<file path="src/rtl/vga_timing.sv">
// ============================================================================
// Module      : vga_timing
// Description : VGA raster timing generator. Optional frame counter is built
//               when VGA_FRAME_CNT_EN is defined.
// Revision    : 1.0 - initial release
// ============================================================================
`default_nettype none

module vga_timing #(
    parameter int H_ACTIVE = 640,
    parameter int H_FP     = 16,
    parameter int H_SYNC   = 96,
    parameter int H_BP     = 48,
    parameter int V_ACTIVE = 480,
    parameter int V_FP     = 10,
    parameter int V_SYNC   = 2,
    parameter int V_BP     = 33,
    parameter int CNT_W    = 10
) (
    input  logic             clk,
    input  logic             rst,
    input  logic             pix_en,
    input  logic             vga_en,
    output logic [CNT_W-1:0] hcnt,
    output logic [CNT_W-1:0] vcnt,
    output logic             hsync,
    output logic             vsync,
    output logic             hblank,
    output logic             vblank,
    output logic             de,
    output logic             frame_start
`ifdef VGA_FRAME_CNT_EN
    ,
    output logic [15:0]      frame_cnt
`endif
);

    localparam int c_H_TOTAL = H_ACTIVE + H_FP + H_SYNC + H_BP;
    localparam int c_V_TOTAL = V_ACTIVE + V_FP + V_SYNC + V_BP;

    localparam logic [CNT_W-1:0] c_H_LAST   = CNT_W'(c_H_TOTAL - 1);
    localparam logic [CNT_W-1:0] c_V_LAST   = CNT_W'(c_V_TOTAL - 1);
    localparam logic [CNT_W-1:0] c_H_ACT    = CNT_W'(H_ACTIVE);
    localparam logic [CNT_W-1:0] c_V_ACT    = CNT_W'(V_ACTIVE);
    localparam logic [CNT_W-1:0] c_HS_BEG   = CNT_W'(H_ACTIVE + H_FP);
    localparam logic [CNT_W-1:0] c_HS_END   = CNT_W'(H_ACTIVE + H_FP + H_SYNC);
    localparam logic [CNT_W-1:0] c_VS_BEG   = CNT_W'(V_ACTIVE + V_FP);
    localparam logic [CNT_W-1:0] c_VS_END   = CNT_W'(V_ACTIVE + V_FP + V_SYNC);

    typedef enum logic [0:0] {
        ST_IDLE = 1'b0,
        ST_RUN  = 1'b1
    } state_t;

    state_t           r_state;
    state_t           w_state_nxt;
    logic [CNT_W-1:0] r_hcnt;
    logic [CNT_W-1:0] r_vcnt;
    logic [CNT_W-1:0] w_hcnt_nxt;
    logic [CNT_W-1:0] w_vcnt_nxt;
    logic             r_hsync;
    logic             r_vsync;
    logic             r_hblank;
    logic             r_vblank;
    logic             r_de;
    logic             r_frame_start;
    logic             w_run_nxt;
    logic             w_fs_nxt;
    logic             w_hsync_nxt;
    logic             w_vsync_nxt;
    logic             w_hblank_nxt;
    logic             w_vblank_nxt;
    logic             w_de_nxt;

    always_ff @(posedge clk) begin
        if (rst) begin
            r_state       <= ST_IDLE;
            r_hcnt        <= '0;
            r_vcnt        <= '0;
            r_hsync       <= 1'b1;
            r_vsync       <= 1'b1;
            r_hblank      <= 1'b1;
            r_vblank      <= 1'b1;
            r_de          <= 1'b0;
            r_frame_start <= 1'b0;
        end else begin
            r_state       <= w_state_nxt;
            r_hcnt        <= w_hcnt_nxt;
            r_vcnt        <= w_vcnt_nxt;
            r_hsync       <= w_hsync_nxt;
            r_vsync       <= w_vsync_nxt;
            r_hblank      <= w_hblank_nxt;
            r_vblank      <= w_vblank_nxt;
            r_de          <= w_de_nxt;
            r_frame_start <= w_fs_nxt;
        end
    end

    // Status flags are decoded from the next-state counters so they change
    // on the same edge as the coordinates they describe.
    always_comb begin
        w_state_nxt = r_state;
        w_hcnt_nxt  = r_hcnt;
        w_vcnt_nxt  = r_vcnt;
        w_fs_nxt    = 1'b0;

        if (!vga_en) begin
            w_state_nxt = ST_IDLE;
            w_hcnt_nxt  = '0;
            w_vcnt_nxt  = '0;
        end else if (r_state == ST_IDLE) begin
            w_state_nxt = ST_RUN;
            w_hcnt_nxt  = '0;
            w_vcnt_nxt  = '0;
            w_fs_nxt    = 1'b1;
        end else if (pix_en) begin
            if (r_hcnt == c_H_LAST) begin
                w_hcnt_nxt = '0;
                if (r_vcnt == c_V_LAST) begin
                    w_vcnt_nxt = '0;
                    w_fs_nxt   = 1'b1;
                end else begin
                    w_vcnt_nxt = r_vcnt + 1'b1;
                end
            end else begin
                w_hcnt_nxt = r_hcnt + 1'b1;
            end
        end

        w_run_nxt    = (w_state_nxt == ST_RUN);
        w_hsync_nxt  = !(w_run_nxt && (w_hcnt_nxt >= c_HS_BEG) && (w_hcnt_nxt < c_HS_END));
        w_vsync_nxt  = !(w_run_nxt && (w_vcnt_nxt >= c_VS_BEG) && (w_vcnt_nxt < c_VS_END));
        w_hblank_nxt = !w_run_nxt || (w_hcnt_nxt >= c_H_ACT);
        w_vblank_nxt = !w_run_nxt || (w_vcnt_nxt >= c_V_ACT);
        w_de_nxt     = !w_hblank_nxt && !w_vblank_nxt;
    end

    assign hcnt        = r_hcnt;
    assign vcnt        = r_vcnt;
    assign hsync       = r_hsync;
    assign vsync       = r_vsync;
    assign hblank      = r_hblank;
    assign vblank      = r_vblank;
    assign de          = r_de;
    assign frame_start = r_frame_start;

`ifdef VGA_FRAME_CNT_EN
    logic [15:0] r_frame_cnt;

    // Counts the start cycle too, so the first frame after enable reads 1.
    always_ff @(posedge clk) begin
        if (rst || (w_state_nxt == ST_IDLE)) begin
            r_frame_cnt <= '0;
        end else if (w_fs_nxt) begin
            r_frame_cnt <= r_frame_cnt + 16'd1;
        end
    end

    assign frame_cnt = r_frame_cnt;
`endif

endmodule

`default_nettype wire
</file>
<file path="config.mk">
export PLATFORM = sky130hd
export DESIGN_NAME = vga_timing
export DESIGN_NICKNAME = d
export VERILOG_FILES = /design/src/rtl/vga_timing.sv
export SDC_FILE = /design/constraint.sdc
export NUM_CORES = 1
export LEC_CHECK = 0
export CAP_MARGIN = 20
export CORE_UTILIZATION = 25
export DETAILED_ROUTE_END_ITERATION = 16
export PLACE_DENSITY = 0.46
export SETUP_SLACK_MARGIN = 0.5
export SLEW_MARGIN = 5
export SYNTH_ARGS = -nofsm -noshare
export SYNTH_HDL_FRONTEND = slang
export SYNTH_SLANG_ARGS = --single-unit
</file>
<file path="constraint.sdc">
create_clock -name clk -period 2.1 [get_ports clk]
set_input_delay 0.315 -clock clk [delete_from_list [all_inputs] [get_ports clk]]
set_output_delay 0.315 -clock clk [all_outputs]
set_load 0.05 [all_outputs]
</file>
Word-level counts from Yosys, hierarchy flattened
Cells that the tools add are included.
{"block": "op_classes", "add_sub_neg": 2, "magnitude_cmp": 6, "n_eq_ne": 2, "mux": 14, "n_bitwise": 1, "n_reduce_logical": 13}
{"cell": "$mux W10", "n": 9}
{"cell": "$add A10 B1 Y10 const B", "n": 2}
{"cell": "$eq A10 B10 Y1 const B", "n": 2}
{"cell": "$ge A10 B10 Y1 const B", "n": 2}
{"cell": "$ge A10 B9 Y1 const B", "n": 2}
{"cell": "$lt A10 B10 Y1 const B", "n": 1}
{"cell": "$lt A10 B9 Y1 const B", "n": 1}
{"cell": "$logic_and A1 B1 Y1", "n": 5}
{"cell": "$logic_not A1 Y1", "n": 5}
{"cell": "$mux W1", "n": 5}
{"cell": "$logic_or A1 B1 Y1", "n": 2}
{"cell": "$reduce_or A2 Y1", "n": 1}
{"cell": "$not A1 Y1", "n": 1}
{"block": "word_totals", "reg_bits": 27, "output_inout_bits": 26, "word_cells": 47}

Depth between registers and ports, before layout
Gate-level depths: netlist of run 1.
{"block": "depth", "ltp_word": 10, "depth_mapped": 8}

Least setup slack after synthesis of run 1
Ideal clock, no wire load.
{"block": "synth_path", "path_type": "reg2reg", "startpoint": "register r_hcnt[0], in the netlist hcnt[0]", "endpoint": "register r_vsync, in the netlist vsync", "setup_ns": 0.137, "arrival_ns": 2.284, "t_required_ns": 1.963, "slack_ns": -0.322, "path_stages_with_launch": 9, "period_less_slack_ns": 2.422, "path_cell_list": "dfxtp_1 -> ha_1 -> and4_1 -> clkbuf_2 -> nand4_4 -> nor3_2 -> xnor2_1 -> nor4_4 -> o2111ai_1"}
{"block": "synth_via", "elab_chain_cells": 9, "word_cells_on_any_way": 10}
{"item": "from (decl)", "line_no": "57", "source": "logic [CNT_W-1:0] r_hcnt;"}
{"item": "from (signal assigned)", "line_no": "88", "source": "r_hcnt <= w_hcnt_nxt;"}
{"item": "$eq A10 B10 Y1 (*)", "line_no": "117", "source": "if (r_hcnt == c_H_LAST) begin"}
{"item": "$mux W10 (*)", "line_no": "117"}
{"item": "$mux W10 (*)", "line_no": "116", "source": "end else if (pix_en) begin"}
{"item": "$mux W10 (*)", "line_no": "111", "source": "end else if (r_state == ST_IDLE) begin"}
{"item": "$mux W10 (*)", "line_no": "107", "source": "if (!vga_en) begin"}
{"item": "$ge A10 B9 Y1", "line_no": "132", "source": "w_vsync_nxt = !(w_run_nxt && (w_vcnt_nxt >= c_VS_BEG) && (w_vcnt_nxt < c_VS_END));"}
{"item": "$logic_and A1 B1 Y1", "line_no": "132"}
{"item": "$logic_and A1 B1 Y1 (*)", "line_no": "132"}
{"item": "$logic_not A1 Y1 (*)", "line_no": "132"}
{"item": "to (signal assigned)", "line_no": "91", "source": "r_vsync <= w_vsync_nxt;"}
{"item": "to (decl)", "line_no": "62", "source": "logic r_vsync;"}
Every way passes the cells marked *; elsewhere a longest branch is shown, timed or not.
A chain may end at the register's enable or synchronous reset.

Worst setup path in the final report of run 1
{"block": "layout_path", "startpoint": "register r_hcnt[6], in the netlist hcnt[6]", "endpoint": "register r_de, in the netlist de"}
{"block": "layout_via", "elab_chain_cells": 9, "word_cells_on_any_way": 17}
{"item": "$add A10 B1 Y10 or $eq A10 B10 Y1 (tied branches)", "line_no": "126, 117"}
{"item": "$mux W10", "line_no": "117"}
{"item": "$mux W10", "line_no": "116"}
{"item": "$mux W10", "line_no": "111"}
{"item": "$mux W10", "line_no": "107"}
{"item": "$ge A10 B10 Y1 or $ge A10 B9 Y1 (tied branches)", "line_no": "133, 134"}
{"item": "$logic_or A1 B1 Y1, on equally long branches", "line_no": "133, 134"}
{"item": "$logic_not A1 Y1", "line_no": "135", "source": "w_de_nxt = !w_hblank_nxt && !w_vblank_nxt;"}
{"item": "$logic_and A1 B1 Y1 (*)", "line_no": "135"}
{"item": "to (signal assigned)", "line_no": "94", "source": "r_de <= w_de_nxt;"}
{"item": "to (decl)", "line_no": "65", "source": "logic r_de;"}
Marks and branches as above.

==> flow_summary.yaml, run 1 <==
status:
  outcome: "complete, no violations"
synthesis:
  synth_common_cells: "dfxtp_1 (27), nor2_1 (23), nand2_1 (12)"
  synth_compound_area_share_pct: 12.4
  synth_seq_area_share_pct: 36.6
  synth.most_common_cell: "dfxtp_1"
  synth_cells: 168
  synth_warnings: 0
  synth_fp_nets: 175
  synth_top_family_by_area: "simple AND/OR/NAND/NOR gates"
  synth-simple-area-share_pct: 35.7
  async_flop_share_pct: 0
  synth_cell_types: 49
  syn_area_um2: 1480
  yosys.area.top_type_share_pct: 36.6
  yosysTopAreaCell: "dfxtp_1"
  synthAdderAreaFrac_pct: 2.54
  synth_xor_area_share_pct: 5.33
  ys.flop_type: "dfxtp_1"
  ys_ff_latch: 27
  synth.avg_cell_area_um2: 8.80
  muxShareOfSynthArea_pct: 0.677
  synth_edf_count: 0
  synth.area.top_cells: "dfxtp_1 (37%), nor2_1 (5.8%), xnor2_1 (3.6%)"
route:
  dr_total_vias: 1443
  drt-initial-drc-count: 46
  drtPass1Iterations: 4
  via_per_inst: 4.81
  postRouteAntennaNets: 0
  post-route-drc-count: 0
  wl_per_cell_um: 13.6
  finalWirelength_um: 4070
sta:
  fin_worst_skew_ns: 0.00555
  setup_viol: 0
  fin_crit_sh_pct: 92.4
  max_slew.worst_pin.slew_ns: 0.507
  max_freq_mhz: 516
  hold_viol_final: 0
  rsz0062_at_grt: "yes"
  slew_headroom_pct: 66.3
  fin_ws_ns: 0.160
  finalSetupTns_ns: 0
  slew_violations: 0
  period_minus_slack_ns: 1.94
power_and_ir_drop:
  powerDensity_nw_per_um2: 372
  power.leakage_nw: 0.876
  power_switching_share_pct: 23.3
  power_frac_clock_pct: 35.0
  combPwrFrac_pct: 5.9
  p_int_w: 0.000658
  switchingPower_w: 0.000200
  seqPwrFrac_pct: 59.1
  irDropWorstVdd_mv: 0.276
setup_path:
  reg2reg_depth: 7
  cp-end-kind: "register"
  crit-reg2reg-launch: "hcnt[6]"
  critPathKind: "reg2reg"
  cp_slowest_cell: "or3_4"
  regToRegEndpoint: "de"
  crit_start: "hcnt[6]"
  critPathRequiredTime_ns: 2.26
  slowest_delay_ns: 0.39
  crit_chain: "nor4b_4 > buf_4 > nand4_1 > nor3_2 > xnor2_1 > or3_4 > nor3b_1"
  cp.arrival_ns: 2.10
  worst-r2r-setup-slack_ns: 0.16
  setup.worst_path.start_class: "register"
  path_max_fanout: 4
  crit_path_end: "de"
floorplanning:
  rows: 27
  ios: 30
  core_um2: 5610
  start_util_pct: 26.3
  dieHeight_um: 78.9
  die_area_um2: 6220
  die_w_um: 78.9
clock_tree:
  cts.sinks: 27
  numCtsBuffers: 3
  insertion_delay_ns: 0.27
  clkTransAtPathRegs_ns: 0.10
  cts_buffer_depth: 2
  ctsHoldBuffers: 0
  cts_tree: "done"
  cts-root-buf: "clkbuf_8"
  h-tree-depth: 1
cells_and_area:
  layout-drive-gt1-share_pct: 43.0
  syn_to_final_growth_pct: 56.0
  fillCellCount: 602
  n_antenna_cell: 0
  final_nets: 236
global_route:
  grt_pass1_vias: 1459
  grt_start_max_net_pins: 17
  antenna_found_initial: 0
  overflow: 0
  grt_pass1_wl_um: 6840
  gr-usage-all-layers_pct: 13.5
placed_design:
  gp_congestion: 0.875
  post-place-ws_ns: -0.152
  dpl.hpwl_um: 2890
  port-buffer-count: 29
min_path:
  holdCritPathClass: "reg2reg"
run:
  cap_violations: 0
-- repair_timing --
item,CTS,global route
buffers inserted,13,7
setup endpoints to repair,41,23
resized for setup,50,25
pin swaps,15,11
-- cell type report --
| class | instances | area [um2] | share of cell area, % |
|---|---|---|---|
| Clock buffer | 3 | 41.3 | 1.79 |
| Clock inverter | 1 | 7.51 | 0.326 |
| Inverter | 3 | 11.3 | 0.489 |
| Multi-Input combinational cell | 129 | 992 | 43.1 |
| Sequential cell | 27 | 591 | 25.6 |
| Tap cell | 72 | 90.1 | 3.91 |
| Timing Repair Buffer | 65 | 572 | 24.8 |
-- flip-flops by register name, summed over array words and instances, names as in the netlist --
name         cells
hblank           1
vcnt            10
vblank           1
r_state          1
frame_start      1
vsync            1
hsync            1
de               1
hcnt            10
-- metrics by stage --
| step | power (W) | util [%] | instance area, um2 | std cells | hold WS [ns] |
|---|---|---|---|---|---|
| 2_1_floorplan | 0.000547 | - | 1570 | 168 | 0.380 |
| 3_3_place_gp | 0.000571 | 35.2 | 1970 | 276 | 0.498 |
| 3_5_place_dp | 0.000571 | 35.2 | 1970 | 276 | 0.511 |
| 4_1_cts | 0.000876 | 38.6 | 2160 | 293 | 0.525 |
| 5_1_grt | 0.000903 | 41.1 | 2300 | 300 | 0.547 |
| 6_report | 0.000857 | 41.1 | 2300 | 300 | 0.528 |
-- how the worst min path moves through the flow --
stage | startpoint | to | slack, ns | cells after the start
2_1_floorplan | rst | vcnt[9] | 0.38 | 1
3_3_place_gp | vcnt[2] | vcnt[2] | 0.50 | 1
3_5_place_dp | vcnt[2] | vcnt[2] | 0.51 | 1
4_1_cts | vcnt[2] | vcnt[2] | 0.52 | 1
5_1_grt | vcnt[2] | vcnt[2] | 0.55 | 1
6_report | vcnt[2] | vcnt[2] | 0.53 | 1
-- layout by cell type (no fill, tap or decap), drive strengths merged, types with 2 or more instances in the layout --
| master | netlist | routed |
|---|---|---|
| nor2b | 3 | 3 |
| inv | 3 | 3 |
| nand4 | 7 | 7 |
| ha | 3 | 3 |
| and2 | 3 | 3 |
| nand3b | 3 | 3 |
| nand2 | 12 | 12 |
| clkdlybuf4s15 | 0 | 3 |
| buf | 2 | 36 |
| clkbuf | 6 | 4 |
| a31oi | 3 | 3 |
| a21oi | 9 | 9 |
| dfxtp | 27 | 27 |
| xnor2 | 6 | 6 |
| or3 | 5 | 5 |
| and3 | 3 | 3 |
| dlygate4sd2 | 0 | 23 |
| nor4b | 2 | 2 |
| and4 | 4 | 4 |
| nor3b | 2 | 2 |
| nor2 | 23 | 23 |
| xor2 | 3 | 3 |
| clkdlybuf4s50 | 0 | 2 |
| nor3 | 6 | 6 |
| o21ai | 5 | 5 |
| nor4 | 2 | 2 |
| a211oi | 4 | 4 |
| nand2b | 2 | 2 |
| nand3 | 8 | 8 |
-- power groups by stage --
stage	registers [W]	clock network, W	logic (W)
CTS	0.000507	0.000319	0.0000506
floorplan	0.000534	0	0.0000125
global placement	0.000519	0	0.0000518
global route	0.000508	0.000341	0.0000543
detailed placement	0.000519	0	0.0000519
finish	0.000507	0.000301	0.0000504
-- per-layer routing --
metal  global-route usage (%)  wire (um)  part of all wire (%)
met5                        0          0                     0
met4                     2.73         39                  0.96
met3                     1.95        131                   3.2
met2                     23.2       1950                    48
met1                     17.9       1960                    48
-- cell families after synthesis --
kind of cell | Yosys count
fa+ha+maj | 3
xor+xnor | 9
flops | 27
simple gates | 87
compound gates | 29
buf+inv | 12
mux | 1
-- critical path: cells and delay by family (launching register included) --
family,cells,cell delay (ns)
DFF,1,0.36
and+or+nand+nor,5,1.22
buffers and inverters,1,0.16
xor gates and xnor gates,1,0.08
Note: power is estimated with default switching activity, not from simulation.
==> run 2, diff against run 1 <==
- CORE_MARGIN: default -> 8
==> run 2 against run 1 <==
Clock skew is 0.0018 ns higher; sequential power hardly changed; maximum frequency is 2.9% higher; routed wire length is 4.1% higher; critical path type unchanged; highest routed layer unchanged.
==> flow_summary.yaml, run 2 (synthesis results as in run 1) <==
sta:
  max_slew.worst_pin.slew_ns: 0.506
  fin_worst_skew_ns: 0.00738
  max_freq_mhz: 531
  finalSetupTns_ns: 0
  setup_viol: 0
  rsz0062_at_grt: "yes"
  fin_crit_sh_pct: 89.7
  slew_headroom_pct: 66.4
  hold_viol_final: 0
  period_minus_slack_ns: 1.88
  slew_violations: 0
status:
  outcome: "complete, no violations"
global_route:
  gr-usage-all-layers_pct: 9.51
  overflow: 0
  grt_start_max_net_pins: 16
  grt_pass1_vias: 1342
  grt_pass1_wl_um: 6750
  antenna_found_initial: 0
power_and_ir_drop:
  power.total_w: 0.000862
  powerDensity_nw_per_um2: 365
  power.leakage_nw: 0.892
  irDropWorstVdd_mv: 0.260
setup_path:
  slowest_delay_ns: 0.36
  crit_chain: "nor4b_4 > buf_4 > nand4_4 > nor3_4 > xnor2_2 > nor4_4 > buf_4 > nand3b_1"
  critPathRequiredTime_ns: 2.32
  cp.arrival_ns: 2.11
  critPathKind: "reg2reg"
  path_max_fanout: 4
  reg2reg_depth: 8
  crit-reg2reg-launch: "hcnt[6]"
  regToRegEndpoint: "vblank"
  cp_slowest_cell: "dfxtp_4"
  worst-r2r-setup-slack_ns: 0.22
  cp-end-kind: "register"
  crit_path_frequent_cell: "buf_4"
  setup.worst_path.start_class: "register"
clock_tree:
  ctsHoldBuffers: 0
  h-tree-depth: 1
  clkTransAtPathRegs_ns: 0.10
  cts_tree: "done"
  cts.sinks: 27
  insertion_delay_ns: 0.27
  cts-root-buf: "clkbuf_8"
  numCtsBuffers: 3
  cts_buffer_depth: 2
min_path:
  hold_path_startpoint: "vcnt[8]"
  holdPathStages: 2
  holdCritPathClass: "reg2reg"
  hold_end: "vcnt[8]"
placed_design:
  port-buffer-count: 29
  gp_congestion: 0.850
  dpl.hpwl_um: 2970
  placed_cell_area_um2: 1970
route:
  drtPass1Iterations: 4
  post-route-drc-count: 0
  postRouteAntennaNets: 0
  finalWirelength_um: 4240
  dr_total_vias: 1433
  wl_per_cell_um: 13.9
  via_per_inst: 4.70
  drt-initial-drc-count: 56
floorplanning:
  core_um2: 5820
  die_w_um: 92.9
  dieHeight_um: 92.9
  start_util_pct: 25.4
  rows: 28
  die_area_um2: 8630
  ios: 30
cells_and_area:
  final_common_cell: "buf_4"
  syn_to_final_growth_pct: 59.9
  final_cell_mix: "buf_4 (30), dlygate4sd2_1 (21), nor2_1 (20)"
  n_antenna_cell: 0
  final_cell_area_um2: 2360
  final_nets: 238
  fillCellCount: 600
  layout-drive-gt1-share_pct: 45.2
run:
  cap_violations: 0
run 2: cell count changes in the layout (fill, tap and decap cells not counted), sizes merged:
cell and change:
clkdlybuf4s15 +3, clkinvlp -1, dlygate4sd2 -2, clkbuf -1, buf +2, clkinv +1
run 2: layer usage:
layer / GRT usage, % / vias up / share of wire, %
li1: - / 732 / -
met3: 2.18 / 4 / 3.8
met2: 15.4 / 16 / 49
met5: 0 / - / 0
met4: 2.82 / 0 / 1.2
met1: 12.2 / 681 / 46
run 2: worst max path at each step:
| stage | startpoint | end | slack (ns) | cells after the start |
|---|---|---|---|---|
| finish | hcnt[6] | vblank | 0.22 | 8 |
| global route | hcnt[6] | vblank | 0.13 | 8 |
| CTS | hcnt[6] | vsync | 0.21 | 7 |
| detailed placement | pix_en | vsync | -0.13 | 7 |
| global placement | pix_en | vsync | -0.15 | 7 |
| floorplan | hcnt[1] | vsync | 0.25 | 8 |
run 2: repair_timing:
action	CTS	global route
setup buffers	8	15
resized for setup	43	39
setup endpoints to repair	42	26
pin swaps	15	16
cloned	0	0
run 2: critical path, delay by kind of cell (launching register included):
family | cells | cell delay (ns)
XOR/XNOR | 1 | 0.11
flip-flops | 1 | 0.36
AND/OR/NAND/NOR | 5 | 1.01
buffers and inverters | 2 | 0.34
run 2: final cells by class:
class | count | area [um2] | share of cell area [%]
clock buffer | 3 | 41.3 | 1.75
multi-input combinational | 129 | 1040 | 44.0
clock inverter | 1 | 5.00 | 0.212
inverter | 3 | 11.3 | 0.476
timing repair buffer | 67 | 581 | 24.6
tap | 75 | 93.8 | 3.97
sequential | 27 | 591 | 25.0
run 2: metrics by stage:
| step | hold slack [ns] | cells | util (%) | worst slack, ns |
|---|---|---|---|---|
| after global placement | 0.511 | 278 | 33.8 | -0.145 |
| after floorplan | 0.380 | 168 | - | 0.246 |
| after detailed placement | 0.510 | 278 | 33.8 | -0.133 |
| after global routing | 0.555 | 305 | 40.6 | 0.134 |
| after CTS | 0.527 | 290 | 36.1 | 0.213 |
| final | 0.526 | 305 | 40.6 | 0.216 |
run 2: power by group:
group,leakage [nW],total (W),switching (W),internal [W]
Clock,0.0255,0.000305,0.000172,0.000133
Sequential,0.232,0.000506,0.00000217,0.000504
Combinational,0.634,0.0000514,0.0000318,0.0000196
Total,0.892,0.000862,0.000206,0.000657
==> run 3, diff against run 2 <==
- CTS_CLUSTER_SIZE: default -> 40
==> results of run 3 <==
Final layout, timing and power as in run 2 (identical DEF).
